--- config.mk ---
export PLATFORM = sky130hd
export DESIGN_NAME = traffic_phase_controller
export DESIGN_NICKNAME = d
export VERILOG_FILES = /design/src/rtl/tlc_pkg.sv /design/src/rtl/tlc_next_phase_arbiter.sv /design/src/rtl/traffic_phase_controller.sv
export SDC_FILE = /design/constraint.sdc
export NUM_CORES = 1
export LEC_CHECK = 0
export BUFFER_PORTS_ARGS = -buffer_cell sky130_fd_sc_hd__buf_2
export CORE_MARGIN = 2
export CORE_UTILIZATION = 45
export CTS_BUF_LIST = sky130_fd_sc_hd__clkbuf_8
export DETAILED_ROUTE_END_ITERATION = 6
export PLACE_DENSITY = 0.72
export SETUP_SLACK_MARGIN = 0.4
export SLEW_MARGIN = 15
export SYNTH_ARGS = -nofsm -noshare
export SYNTH_HDL_FRONTEND = slang
export SYNTH_SLANG_ARGS = --single-unit
--- constraint.sdc ---
create_clock -name clk -period 2.5 [get_ports clk]
set_clock_uncertainty 0.05 [all_clocks]
set_input_delay 0.125 -clock clk [delete_from_list [all_inputs] [get_ports clk]]
set_output_delay 0.125 -clock clk [all_outputs]
set_load 0.005 [all_outputs]
--- src/rtl/tlc_pkg.sv ---
// Shared types and constants for the traffic phase controller.
package tlc_pkg;

    typedef enum logic [1:0] {
        GREEN  = 2'd0,
        YELLOW = 2'd1,
        ALLRED = 2'd2
    } tlc_state_e;

    localparam logic [2:0] LAMP_RED    = 3'b100;
    localparam logic [2:0] LAMP_YELLOW = 3'b010;
    localparam logic [2:0] LAMP_GREEN  = 3'b001;

    function automatic int unsigned tlc_max3(input int unsigned a,
                                             input int unsigned b,
                                             input int unsigned c);
        int unsigned m;
        m = (a > b) ? a : b;
        return (m > c) ? m : c;
    endfunction

endpackage

--- src/rtl/tlc_next_phase_arbiter.sv ---
// Combinational cyclic priority scan: first pending phase after cur_phase,
// cur_phase itself last; falls back to cur_phase+1 when nothing is pending.
module tlc_next_phase_arbiter
    import tlc_pkg::*;
#(
    parameter int unsigned NUM_PHASES = 4
) (
    input  logic [NUM_PHASES-1:0]         pending,
    input  logic [$clog2(NUM_PHASES)-1:0] cur_phase,
    output logic [$clog2(NUM_PHASES)-1:0] next_phase
);

    localparam int unsigned PW = $clog2(NUM_PHASES);

    logic [31:0] idx;
    logic        found;

    always_comb begin
        idx        = '0;
        found      = 1'b0;
        next_phase = (cur_phase == PW'(NUM_PHASES - 1)) ? '0 : cur_phase + 1'b1;
        for (int unsigned k = 1; k <= NUM_PHASES; k++) begin
            idx = k + {{(32 - PW){1'b0}}, cur_phase};
            if (idx >= NUM_PHASES) begin
                idx = idx - NUM_PHASES;
            end
            if (!found && pending[idx[PW-1:0]]) begin
                found      = 1'b1;
                next_phase = idx[PW-1:0];
            end
        end
    end

endmodule

--- src/rtl/traffic_phase_controller.sv ---
// Multi-phase traffic signal controller: GREEN -> YELLOW -> ALLRED with sticky
// demand arbitration. Optional emergency preemption via TLC_EMERG_PREEMPT_EN.
module traffic_phase_controller
    import tlc_pkg::*;
#(
    parameter int unsigned NUM_PHASES   = 4,
    parameter int unsigned GREEN_TICKS  = 20,
    parameter int unsigned YELLOW_TICKS = 4,
    parameter int unsigned ALLRED_TICKS = 2
) (
    input  logic                          clk,
    input  logic                          rst,
    input  logic [NUM_PHASES-1:0]         demand,
    input  logic                          emerg_req,
    input  logic [$clog2(NUM_PHASES)-1:0] emerg_phase,
    output logic [3*NUM_PHASES-1:0]       lights,
    output logic [$clog2(NUM_PHASES)-1:0] cur_phase,
    output logic [1:0]                    state
);

    localparam int unsigned PW        = $clog2(NUM_PHASES);
    localparam int unsigned MAX_TICKS = tlc_max3(GREEN_TICKS, YELLOW_TICKS, ALLRED_TICKS);
    localparam int unsigned CW        = $clog2(MAX_TICKS + 1);

    tlc_state_e              state_q, state_d;
    logic [CW-1:0]           cnt_q, cnt_d;
    logic [PW-1:0]           cur_phase_q, cur_phase_d;
    logic [NUM_PHASES-1:0]   pending_q, pending_d;
    logic [3*NUM_PHASES-1:0] lights_q, lights_d;

    logic [NUM_PHASES-1:0]   pending_merged;
    logic [PW-1:0]           arb_next;
    logic [PW-1:0]           sel_phase;
    logic                    emerg_ok;

    assign pending_merged = pending_q | demand;

    tlc_next_phase_arbiter #(
        .NUM_PHASES (NUM_PHASES)
    ) u_arb (
        .pending    (pending_merged),
        .cur_phase  (cur_phase_q),
        .next_phase (arb_next)
    );

`ifdef TLC_EMERG_PREEMPT_EN
    // Out-of-range emerg_phase (non power-of-two NUM_PHASES) is treated as no request.
    assign emerg_ok  = emerg_req && ({{(32 - PW){1'b0}}, emerg_phase} < NUM_PHASES);
    assign sel_phase = emerg_ok ? emerg_phase : arb_next;
`else
    logic unused_emerg;
    assign unused_emerg = ^{emerg_req, emerg_phase};
    assign emerg_ok     = 1'b0;
    assign sel_phase    = arb_next;
`endif

    always_comb begin
        state_d     = state_q;
        cnt_d       = cnt_q + 1'b1;
        cur_phase_d = cur_phase_q;
        pending_d   = pending_merged;

        unique case (state_q)
            GREEN: begin
                if (emerg_ok && (cur_phase_q != sel_phase)) begin
                    state_d = YELLOW;
                    cnt_d   = '0;
                end else if (emerg_ok) begin
                    // Held on the emergency phase; timing restarts on release.
                    cnt_d = '0;
                end else if (cnt_q == CW'(GREEN_TICKS - 1)) begin
                    state_d = YELLOW;
                    cnt_d   = '0;
                end
            end
            YELLOW: begin
                if (cnt_q == CW'(YELLOW_TICKS - 1)) begin
                    state_d = ALLRED;
                    cnt_d   = '0;
                end
            end
            ALLRED: begin
                if (cnt_q == CW'(ALLRED_TICKS - 1)) begin
                    state_d              = GREEN;
                    cnt_d                = '0;
                    cur_phase_d          = sel_phase;
                    pending_d[sel_phase] = demand[sel_phase];
                end
            end
            default: begin
                state_d = ALLRED;
                cnt_d   = '0;
            end
        endcase
    end

    // Lamps are derived from the next state so they register alongside it.
    always_comb begin
        lights_d = {NUM_PHASES{LAMP_RED}};
        for (int unsigned i = 0; i < NUM_PHASES; i++) begin
            if (PW'(i) == cur_phase_d) begin
                case (state_d)
                    GREEN:   lights_d[3*i +: 3] = LAMP_GREEN;
                    YELLOW:  lights_d[3*i +: 3] = LAMP_YELLOW;
                    default: lights_d[3*i +: 3] = LAMP_RED;
                endcase
            end
        end
    end

    always_ff @(posedge clk) begin
        if (!rst) begin
            state_q     <= ALLRED;
            cnt_q       <= '0;
            cur_phase_q <= PW'(NUM_PHASES - 1);
            pending_q   <= '0;
            lights_q    <= {NUM_PHASES{LAMP_RED}};
        end else begin
            state_q     <= state_d;
            cnt_q       <= cnt_d;
            cur_phase_q <= cur_phase_d;
            pending_q   <= pending_d;
            lights_q    <= lights_d;
        end
    end

    assign lights    = lights_q;
    assign cur_phase = cur_phase_q;
    assign state     = state_q;

endmodule

==> summary.txt <==
Timing
  – Worst-margin pin slew: 0.7131 ns
  – Min Tclk post-route: 2.248 ns
  – Final period util: 0.8994
  – Fmax: 444.8 MHz
  – Final Hold Viols: 0
  – Unrepaired setup endpoints after global routing: true
  – Final Max Tran Viols: 0
  – Final setup fails: 0
  – Slew margin rel.: 0.5206
  – Final TNS setup: 0 ns

Floorplan
  – Core area: 2432 µm²
  – I/O pins: 25
  – Die width: 54.28 µm
  – Starting Density: 0.4676
  – Row count: 18
  – Chip Height: 54.28 µm
  – Die ar.: 2946 µm²

Finish
  – Commonest cells after routing, fill and taps aside: 21 x buf_2, 20 x dfxtp_1, 14 x nor2_1
  – Layout cells sized above 1: 0.4156
  – Ant diodes: 0
  – Nets: 167
  – Finished Layout Cells: 184
  – Register area: 506.7 µm²
  – Commonest non-fill, non-tap cell in the layout: buf_2
  – Layout Area Growth over Synthesis: 35.42%
  – # fillers: 207
  – Area of the multi-input gates: 711.9 µm²
  – Fin util: 0.6332

Global route
  – Grt total ovfl: 0
  – Met1 GRT Util: 0.2213
  – Global-route wire length before repair: 4.105 mm
  – GRT Total Usage: 0.1925
  – Most Crowded Layer GR: met2
  – Met2 Resource Use GR: 0.3514
  – Antenna violations before repair: 0
  – Vias in the first global route: 963
  – Largest net degree at the start of global routing: 16
  – GRT met3 Usage: 0.04372

Setup path
  – R2R Path Start: cnt_q[1]
  – Crit path to: lights[5]
  – CP Class: reg2reg
  – R2r setup slk: 0.25 ns
  – Start point of the critical path: cnt_q[1]
  – R2R depth: 7
  – WP data required: 2.60 ns
  – CP Data Arrival Time: 2.35 ns
  – Worst setup SP type: flip-flop
  – Reg2Reg Capture Point: lights[5]
  – Setup crit end kind: flip-flop
  – Worst-path fanout max: 6

Clocking
  – CTS buffer count: 3
  – CTS tree: yes
  – Clock Tree Root: clkbuf_8
  – Clk buf depth: 2
  – Worst-path clk slew: 0.09 ns
  – Hold Buf Count CTS: 0
  – H-Tree Depth: 1
  – Skew-Pair Late Insertion Delay: 0.27 ns
  – Clk sink count: 25

Power and ir drop
  – Power Density: 841.6 nW/µm²
  – Power Total: 0.001296 W
  – Leak: 0.5958 nW
  – Peak supply drop: 0.5016 mV

Route
  – DRC Markers: 0
  – Vias per cell: 5.734
  – Initial DRC Count: 22
  – Vias: 1055
  – DRT Pass-1 Iters: 4
  – Final ANT Viol Nets: 0
  – Total Wirelength: 2.689 mm
  – Drt wl/cell: 14.61 µm

Placement
  – Placed Instances: 170
  – Number of port buffers: 21
  – Routability congestion estimate: 0.8611
  – DP Wirelength: 1.825 mm

Synth
  – Synth top area share: 0.4400
  – Post-synthesis sequential area ratio: 0.4400
  – Synth Register Bits: 25
  – Synth area leaders: dfxtp_1 44%, nor2_1 4.6%, mux4_2 4.0%
  – Synth Area per Inst: 9.478 µm²
  – Most area-hungry cell type in the Yosys netlist: dfxtp_1
  – Warnings, synthesis: 0
  – Synthesized Nets: 132
  – Synthesized area: 1137 µm²
  – Post-Synthesis Cells: 120
  – Unique masters post-synth: 40

Run status
  – Status: complete, no violations

Run
  – MaxCap Viol Count: 0

Hold path
  – HP Class: in2reg
synthesized netlist by cell type, drive strengths merged:
cell,count
mux4,2
nand4,2
o32ai,2
o31ai,1
clkbuf,2
o211ai,2
a22oi,1
o21a,1
o221a,1
nand2,6
buf,2
o221ai,1
nor3b,3
nor2b,1
or3b,1
a211oi,5
or4b,1
ha,3
o22a,1
o21ai,5
a31oi,2
or2,4
xor2,1
nor2,14
o311a,2
nor4,5
mux2i,1
and2,1
a21oi,6
xnor2,2
dfxtp,25
nand2b,1
inv,7
nand3,3
o31a,1
o22ai,1
o32a,1
what timing repair did:
action,CTS,global route
resized for setup,11,14
hold endpoints to repair,0,0
setup endpoints to repair,17,23
pin swaps,17,11
buffers inserted,7,3
stage by stage:
step | cell area [µm²] | hold slack [ns] | setup WS [ns]
after floorplan | 1140 | 0.2098 | 0.3319
after global placement | 1287 | 0.3356 | 0.2283
after detailed placement | 1287 | 0.3423 | 0.1350
after CTS | 1453 | 0.06834 | 0.1704
after global routing | 1540 | 0.07557 | 0.1930
final | 1540 | 0.06185 | 0.2516
layout make-up:
type	instances	share of cell area
clock inverter	1	0.004874
multi-input combinational	84	0.4622
tap	30	0.02437
timing repair buffer	34	0.1340
sequential	25	0.3290
clock buffer	3	0.02681
inverter	7	0.01868
flip-flops by register name, summed over array words and instances (netlist names):
name,flops
lights,12
state,2
pending_q,4
cur_phase,2
cnt_q,5
critical path, stage by stage (launching register included):
cell and delay [ns]:
dfxtp_2 0.33, inv_2 0.06, ha_4 0.11, or4b_4 0.45, or3b_4 0.43, a211oi_4 0.24
o32a_1 0.32, o211ai_1 0.13
how the worst min path moves through the flow:
stage	end	depth (start not counted)	start	slack, ns
after floorplan	pending_q[3]	2	demand[3]	0.21
after global placement	cur_phase[0]	2	rst	0.34
after detailed placement	cur_phase[0]	2	rst	0.34
after CTS	cur_phase[0]	2	rst	0.07
after global routing	cur_phase[0]	2	rst	0.08
final	pending_q[2]	3	demand[2]	0.06
routing by layer:
metal | up-vias | routed length (µm)
met1 | 524 | 1203
li1 | 515 | -
met5 | - | 0
met4 | 0 | 10
met3 | 2 | 69
met2 | 14 | 1406
power by group:
part           internal (W)  switching, W  total (W)
sequential         0.000452     0.0000314   0.000484
clock              0.000113      0.000137   0.000250
combinational      0.000270      0.000293   0.000562
cells by family after synthesis:
group / count (synthesis) / share of synthesized area
DFF: 25 / 0.4400
AOI/OAI and AO/OA: 33 / 0.2167
buffers and inverters: 11 / 0.03851
and+or+nand+nor: 42 / 0.2002
adders and majority gates: 3 / 0.03301
xor gates and xnor gates: 3 / 0.02311
muxes: 3 / 0.04840
Note: power is estimated with default switching activity, not from simulation.
